File: src/rtl/dmem_arb_pkg.sv
// dmem_arb_pkg: shared types and parameter bounds for the data-memory arbiter.
package dmem_arb_pkg;
    typedef enum logic {PRI_CPU = 1'b0, PRI_EXT = 1'b1} arb_state_t;
    typedef enum logic {OWN_CPU = 1'b0, OWN_EXT = 1'b1} owner_t;
    localparam int RD_LAT_MAX = 4;
    localparam int MAX_WAIT_MAX = 15;
    localparam int WAIT_W = 4;
endpackage

File: src/rtl/dmem_arbiter_rd_tag_pipe.sv
// rd_tag_pipe: RD_LAT-deep shift register of {valid, owner} tags for in-flight reads.
module rd_tag_pipe
    import dmem_arb_pkg::*;
#(
    parameter int RD_LAT = 1
) (
    input  logic   clk,
    input  logic   reset,
    input  logic   in_valid,
    input  owner_t in_owner,
    output logic   out_valid,
    output owner_t out_owner
);
    logic [RD_LAT-1:0] vld;
    logic [RD_LAT-1:0] own;
    always_ff @(posedge clk or negedge reset) begin
        if (!reset) begin
            vld <= '0;
            own <= '0;
        end else begin
            vld <= RD_LAT'({vld, in_valid});
            own <= RD_LAT'({own, in_owner == OWN_EXT});
        end
    end
    assign out_valid = vld[RD_LAT-1];
    assign out_owner = own[RD_LAT-1] ? OWN_EXT : OWN_CPU;
endmodule

File: src/rtl/dmem_arbiter.sv
// dmem_arbiter: shares one data-memory port between the CPU and an ext loader,
// CPU-first with a starvation counter, routing each read return to its issuer.
module dmem_arbiter
    import dmem_arb_pkg::*;
#(
    parameter int AW       = 16,
    parameter int DW       = 16,
    parameter int RD_LAT   = 1,
    parameter int MAX_WAIT = 4
) (
    input  logic          clk,
    input  logic          reset,
    input  logic          cpu_req,
    input  logic          cpu_we,
    input  logic [AW-1:0] cpu_addr,
    input  logic [DW-1:0] cpu_wdata,
    output logic          cpu_stall,
    output logic [DW-1:0] cpu_rdata,
    output logic          cpu_rvalid,
    input  logic          ext_req,
    input  logic          ext_we,
    input  logic [AW-1:0] ext_addr,
    input  logic [DW-1:0] ext_wdata,
    output logic          ext_gnt,
    output logic [DW-1:0] ext_rdata,
    output logic          ext_rvalid,
    output logic [AW-1:0] mem_addr,
    output logic          mem_we,
    output logic          mem_re,
    output logic [DW-1:0] mem_wdata,
    input  logic [DW-1:0] mem_rdata
);
    arb_state_t state, state_nxt;
    logic [WAIT_W-1:0] wait_cnt, wait_nxt;
    logic ext_win, cpu_gnt, tag_valid;
    owner_t tag_owner;
    logic [DW-1:0] cpu_hold, ext_hold;
    always_ff @(posedge clk or negedge reset) begin
        if (!reset) begin
            state    <= PRI_CPU;
            wait_cnt <= '0;
        end else begin
            state    <= state_nxt;
            wait_cnt <= wait_nxt;
        end
    end
    // Look at the updated count so ext wins on the very next cycle it requests.
    always_comb begin
        wait_nxt  = (ext_req & ~ext_gnt) ? (wait_cnt == '1 ? wait_cnt : wait_cnt + 1'b1) : '0;
        state_nxt = state == PRI_CPU ? (int'(wait_nxt) >= MAX_WAIT ? PRI_EXT : PRI_CPU)
                                     : (ext_gnt | ~ext_req ? PRI_CPU : PRI_EXT);
    end
    always_comb begin
        ext_win   = state == PRI_EXT ? ext_req : ext_req & ~cpu_req;
        ext_gnt   = reset & ext_win;
        cpu_gnt   = reset & cpu_req & ~ext_win;
        cpu_stall = cpu_req & ~cpu_gnt;
        mem_addr  = ext_gnt ? ext_addr : cpu_gnt ? cpu_addr : '0;
        mem_wdata = ext_gnt ? ext_wdata : cpu_gnt ? cpu_wdata : '0;
        mem_we    = ext_gnt ? ext_we : cpu_gnt & cpu_we;
        mem_re    = (ext_gnt & ~ext_we) | (cpu_gnt & ~cpu_we);
    end
    rd_tag_pipe #(.RD_LAT(RD_LAT)) u_tags (
        .clk       (clk),
        .reset     (reset),
        .in_valid  (mem_re),
        .in_owner  (ext_gnt ? OWN_EXT : OWN_CPU),
        .out_valid (tag_valid),
        .out_owner (tag_owner)
    );
    assign cpu_rvalid = tag_valid & (tag_owner == OWN_CPU);
    assign ext_rvalid = tag_valid & (tag_owner == OWN_EXT);
    assign cpu_rdata  = cpu_rvalid ? mem_rdata : cpu_hold;
    assign ext_rdata  = ext_rvalid ? mem_rdata : ext_hold;
    always_ff @(posedge clk or negedge reset) begin
        if (!reset) begin
            cpu_hold <= '0;
            ext_hold <= '0;
        end else begin
            if (cpu_rvalid) cpu_hold <= mem_rdata;
            if (ext_rvalid) ext_hold <= mem_rdata;
        end
    end
endmodule

File: config.mk
export PLATFORM = sky130hd
export DESIGN_NAME = dmem_arbiter
export DESIGN_NICKNAME = d
export VERILOG_FILES = /design/src/rtl/dmem_arb_pkg.sv /design/src/rtl/dmem_arbiter_rd_tag_pipe.sv /design/src/rtl/dmem_arbiter.sv
export SDC_FILE = /design/constraint.sdc
export NUM_CORES = 1
export LEC_CHECK = 0
export CAP_MARGIN = 25
export CORE_UTILIZATION = 32
export DETAILED_ROUTE_END_ITERATION = 12
export PLACE_DENSITY = 0.85
export REMOVE_ABC_BUFFERS = 1
export SLEW_MARGIN = 20
export SYNTH_ARGS = -nofsm -noshare
export SYNTH_HDL_FRONTEND = slang
export SYNTH_HIERARCHICAL = 1
export SYNTH_SLANG_ARGS = --single-unit
File: constraint.sdc
create_clock -name clk -period 1.8 [get_ports clk]
set_input_delay 0.36 -clock clk [delete_from_list [all_inputs] [get_ports clk]]
set_output_delay 0.36 -clock clk [all_outputs]
set_load 0.01 [all_outputs]
==> results.md, run 1 <==
* Outcome: finished, violations left
* Failing checks: setup timing
* IR drop worst, VDD at 0.536 mV
* Core area at 5570 sq um
* Compound-cell area share of the yosys netlist at 18.3%
* Yosys reg bits at 39
* Met1 wire length at 2610 microns
* Largest net degree at the start of global routing at 41
* CP Capture Type: output port
* Global Route Usage Sum at 22.5%
* Global-route wire length before repair at 10,400 microns
* CTS tree: yes
* IO Pins at 156
* Remaining Overflow, GRT at 0
* Clk sinks at 39
* Clk_lat worst skew at 0.29 ns
* Final hold violations at 0
* Register area share after synthesis at 52.0%
* Non-filler cells, final at 410
* Final count of pins violating max slew at 0
* Syn Std Cell Area at 1880 sq um
* Critical path data arrival time at 1.62 ns
* Top-area cell type share of the netlist area at 52.0%
* Post-Synth XOR/XNOR Area at 0.466%
* CP required at 1.44 ns
* Peak Freq at 505 MHz
* Die W at 78.6 microns
* Slew at the pin with the worst max-slew slack at 0.483 ns
* Lkg Pwr at 0.00205 uW
* Hold crit path type: primary input to async pin
* DRC Markers at 0
* # diodes at 0
* Dpl cells at 371
* Post-synth cell types at 22
* Synth Warn # at 6
* Crit Path Class: register to output port
* H-Tree Depth at 2
* Drt wl/cell at 17.9 microns
* WL met3 at 425 microns
* Worst rel slew slack at 67.8%
* Iter 0 DRT Violations at 38
* Area leader, netlist: dfrtp_1
* Max-Cap Viols at 0
* GP Congestion at 0.772
* R2R setup slack at 0.48 ns
* Final ANT Viol Nets at 0
* Crit-path max cell delay at 0.40 ns
* DP HPWL at 4720 microns
* Critical path launch point type: register
* Std cell rows at 27
* Pwr dens at 767 nW/um^2
* CTS Hold Bufs at 0
* Unrepaired setup endpoints after global routing: true
* TritonRoute pass-1 iters at 4
* Post-layout min period at 1.98 ns
* Adder-Cell Fraction of Synth Area at 0.666%
* Nets at 426
* Cell count after synthesis at 144
* CP max FO at 6
* CP cell instances: nand2b_4, and3_4, clkbuf_16, a22o_1, buf_6
* Die height at 78.6 microns
* Vias in the first global route at 2,076
* Commonest non-fill, non-tap cell in the layout: clkdlybuf4s50_1
* Multiplexer share of the synthesized area at 19.7%
* Most frequent cells in the layout: clkdlybuf4s50_1, buf_6, dfrtp_1
* DR WL met2 at 4150 microns
* Highest metal used: met4
* Slowest cell on crit path: dfrtp_1
* Clock buffer depth at 2
* Port Buffers at 155
* Final wirelength at 7340 microns
* Area Growth Syn to Fin at 121%
* WHS at 0.206 ns
* Setup violators final at 57
* Worst Skew at 0.00636 ns
* Finished Core Util at 74.3%
* Finished Cell Area at 4140 sq um
* Worst Slack Setup Final at -0.179 ns
* Final Cycle Share at 110%
* Area after DPL at 3530 sq um
* Share of layout cells above drive strength 1 at 45.9%
* Drt via density at 4.91
* Vias at 2,013
* Syn avg cell area at 13.0 sq um
* Initial antenna violation count at 0
* Initial Util at 33.7%
* Die ar. at 6180 sq um
* Clock root buffer: clkbuf_8
* Clock Pin Slew Worst Setup and Hold Paths at 0.07 ns
* Largest family of logic cells by synthesized area: multiplexers
* Num CTS Buffers at 5
* Top cells by area, synth: dfrtp_1, mux2_2, a22o_1, buf_6, buf_2
* Simple-gate share of the synthesized area at 4.13%
state kept, by name, summed over array words and instances, names as in the netlist:
register / cells
cpu_hold: 16
ext_hold: 16
wait_cnt: 4
state: 1
u_tags/out_valid: 1
u_tags/own: 1
synth_stat cells (all sizes together):
library cell	instances
buf	10
xnor2	1
nand3	1
inv	4
o21bai	1
ha	1
mux2i	1
and2	1
nand2b	2
nor2	5
a21bo	1
and3	1
nand2	3
a311oi	1
a22o	34
dfrtp	39
mux2	32
nor2b	2
a21oi	3
nor3	1
timing repair:
| action | in CTS | in global routing |
|---|---|---|
| setup buffers | 17 | 8 |
| cloned | 7 | 1 |
| gates resized for setup | 344 | 42 |
| pin swaps | 10 | 29 |
| endpoints found under the setup margin | 70 | 66 |
cell families after synthesis:
logic type / count (synthesis)
AO/OA/AOI/OAI: 40
adder cells (fa/ha/maj): 1
XOR/XNOR: 1
buffers and inverters: 14
AND/OR/NAND/NOR: 16
flip-flops: 39
multiplexers: 33
routing by layer:
layer,global-route usage (%),vias up
li1,-,928
met1,23.4,977
met2,43.6,95
met3,4.77,13
met4,7.96,0
met5,0,-
per-stage QoR:
stage                     total power, uW  setup TNS [ns]  setup WS [ns]
final                                3180           -6.59         -0.179
after detailed placement             2340          -24.87         -0.676
after global placement               2310          -24.39         -0.652
after floorplan                      1570           -3.88         -0.127
after global routing                 3340           -9.57         -0.217
after CTS                            2950           -5.98         -0.159
path summary, 6_finish.rpt:
| kind | to | cells after the start | from |
|---|---|---|---|
| worst max register to register | ext_hold[11] | 5 | u_tags/out_valid |
| worst min-delay path | wait_cnt[1] | 2 | reset |
| min in group clk | ext_hold[13] | 1 | ext_hold[13] |
| worst min register to register | ext_hold[13] | 1 | ext_hold[13] |
| max in group asynchronous | cpu_hold[9] | 2 | reset |
| worst max-delay path | mem_wdata[6] | 5 | state |
worst max-delay path, delay by kind of cell, from the launching register on:
family / cells / cell delay [ns]
buffers and inverters: 2 / 0.31
and+or+nand+nor: 2 / 0.41
AOI/OAI and AO/OA: 1 / 0.21
DFF: 1 / 0.40
cell type report:
| class | instances | area, sq um |
|---|---|---|
| timing repair buffer | 198 | 2040 |
| fill | 406 | 1430 |
| sequential | 39 | 976 |
| multi-input combinational | 91 | 947 |
| tap | 72 | 90.1 |
| clock buffer | 6 | 72.6 |
| inverter | 4 | 15.0 |
where the power goes:
group | switching, uW | leakage (uW) | total (uW) | internal [uW]
logic | 542 | 0.00154 | 1520 | 977
registers | 65.1 | 0.000468 | 1130 | 1070
clock network | 267 | 0.0000371 | 524 | 258
total | 874 | 0.00205 | 3180 | 2300
Power figures use the tool's default switching activity.
==> inputs of run 2 (changes only) <==
CAP_MARGIN = 15   (was 25)
CORE_MARGIN = 3   (was default)
==> results.md, run 2 (synthesis results as in run 1) <==
* Pwr dens at 766 nW/um^2 (about the same)
* Most frequent cells in the layout: clkdlybuf4s50_1, buf_6, dfrtp_1
* TritonRoute pass-1 iters at 4 (unchanged)
* R2R setup slack at 0.41 ns (-0.07 ns)
* Std cell rows at 27 (unchanged)
* R2R cell count at 5 (unchanged)
* DRC Markers at 0 (unchanged)
* Area after DPL at 3550 sq um (+0.64%)
* Port Buffers at 155 (unchanged)
* Clk sinks at 39 (unchanged)
* Finished Cell Area at 4240 sq um (+2.4%)
* Final hold violations at 0 (unchanged)
* CTS Hold Bufs at 0 (unchanged)
* Largest net degree at the start of global routing at 41 (unchanged)
* Max-Cap Viols at 0 (unchanged)
* Die height at 82.6 microns (+5.1%)
* Setup violators final at 58 (+1.8%)
* Initial Util at 33.5% (-0.20 points)
* Drt via density at 5.01 (+2.1%)
* Initial antenna violation count at 0 (unchanged)
* Worst rel slew slack at 67.7% (-0.17 points)
* Vias at 2,060 (+2.3%)
* Lkg Pwr at 0.00212 uW (+3.3%)
* Final count of pins violating max slew at 0 (unchanged)
* Unrepaired setup endpoints after global routing: true
* Clk_lat worst skew at 0.28 ns (about the same)
* Final wirelength at 8230 microns (+12%)
* FF+latch area at 976 sq um (unchanged)
* CTS tree: yes
* Die ar. at 6820 sq um (+10%)
* Failing checks: setup timing
* IR drop worst, VDD at 0.498 mV (-7.0%)
* # diodes at 0 (unchanged)
* Clock root buffer: clkbuf_8
* Iter 0 DRT Violations at 55 (+45%)
* RR Endpoint: cpu_hold[1]
* CP max FO at 5 (-1)
* Core area at 5610 sq um (+0.61%)
* Critical path launch point type: register
* Area Growth Syn to Fin at 126%
* Clock buffer depth at 2 (unchanged)
* Nets at 425 (-0.23%)
* Crit Path Class: register to output port
* Drt wl/cell at 20.0 microns (+12%)
* Worst Slack Setup Final at -0.198 ns (-0.0191 ns)
* Dpl cells at 369 (-0.54%)
* Non-filler cells, final at 411 (+0.24%)
* Global Route Usage Sum at 22.1% (-0.34 points)
* Remaining Overflow, GRT at 0 (unchanged)
* Critical path data arrival time at 1.64 ns (+0.02 ns)
* Share of layout cells above drive strength 1 at 45.7% (-0.14 points)
* Vias in the first global route at 2,119 (+2.1%)
* DP HPWL at 5340 microns (+13%)
* CP required at 1.44 ns (about the same)
* Area of the multi-input gates at 967 sq um (+2.1%)
* R2R Path Start: u_tags/out_valid
* Post-layout min period at 2.00 ns (+0.0191 ns)
* Hold crit path type: primary input to async pin
* Die W at 82.6 microns (+5.1%)
* H-Tree Depth at 2 (unchanged)
* Clock Pin Slew Worst Setup and Hold Paths at 0.07 ns (about the same)
* GP Congestion at 0.724 (-6.3%)
* Outcome: finished, violations left
* Commonest non-fill, non-tap cell in the layout: clkdlybuf4s50_1
* Final ANT Viol Nets at 0 (unchanged)
* Final Cycle Share at 111% (+1.1 points)
* Largest regs: cpu_hold: 16 flops, ext_hold: 16 flops, wait_cnt: 4 flops
* Global-route wire length before repair at 11,000 microns (+5.6%)
* Num CTS Buffers at 5 (unchanged)
* FILL cells at 369 (-9.1%)
* IO Pins at 156 (unchanged)
* WHS at 0.197 ns (-0.00868 ns)
* Worst Skew at 0.00319 ns (-0.00316 ns)
* Peak Freq at 501 MHz (-0.96%)
* CP Capture Type: output port
* Slew at the pin with the worst max-slew slack at 0.485 ns (+0.00256 ns)
## run 2: through the flow
stage | utilization, % | power (uW) | setup slack, ns | TNS [ns]
final | 75.7 | 3250 | -0.198 | -7.20
after global routing | 75.7 | 3420 | -0.250 | -10.70
after CTS | 70.1 | 3040 | -0.199 | -6.37
after detailed placement | 63.3 | 2360 | -0.649 | -25.12
after global placement | 63.3 | 2320 | -0.636 | -24.43
after floorplan | - | 1570 | -0.127 | -3.88
## run 2: layer usage
| metal | vias to the layer above | GRT usage, % | routed length (microns) |
|---|---|---|---|
| li1 | 931 | - | - |
| met4 | 0 | 13.4 | 350 |
| met1 | 992 | 22.6 | 2820 |
| met3 | 22 | 5.75 | 566 |
| met2 | 115 | 40.1 | 4490 |
| met5 | - | 0 | 0 |
## run 2: critical path, stage by stage (launching register included)
cell      delay (ns)
dfrtp_1         0.39
nand2b_4        0.15
and3_4          0.18
buf_4           0.14
buf_12          0.12
a22o_1          0.24
buf_6           0.13
## run 2: timing repair
item                                    in CTS  in global routing
endpoints found under the setup margin      70                 67
pin swaps                                   25                 11
gates cloned                                 9                  2
resized for setup                          345                 41
setup buffers                                5                 20
## run 2: cell type report
| class | instances | share of cell area, % |
|---|---|---|
| sequential | 39 | 23.0 |
| multi-input combinational | 91 | 22.8 |
| inverter | 4 | 0.354 |
| tap | 72 | 2.12 |
| timing repair buffer | 197 | 49.8 |
| clock inverter | 1 | 0.118 |
| clock buffer | 7 | 1.80 |
## run 2: worst max-delay path by stage
stage / slack, ns / start / endpoint
final: -0.20 / state / mem_addr[9]
after CTS: -0.20 / state / mem_addr[0]
after global placement: -0.64 / cpu_req / mem_wdata[15]
after floorplan: -0.13 / state / mem_re
after global routing: -0.25 / state / mem_addr[3]
after detailed placement: -0.65 / cpu_req / mem_wdata[14]
## run 2: power breakdown
part	switching [uW]	internal [uW]
clock	275	272
sequential	66.0	1070
combinational	558	1010
total	898	2350
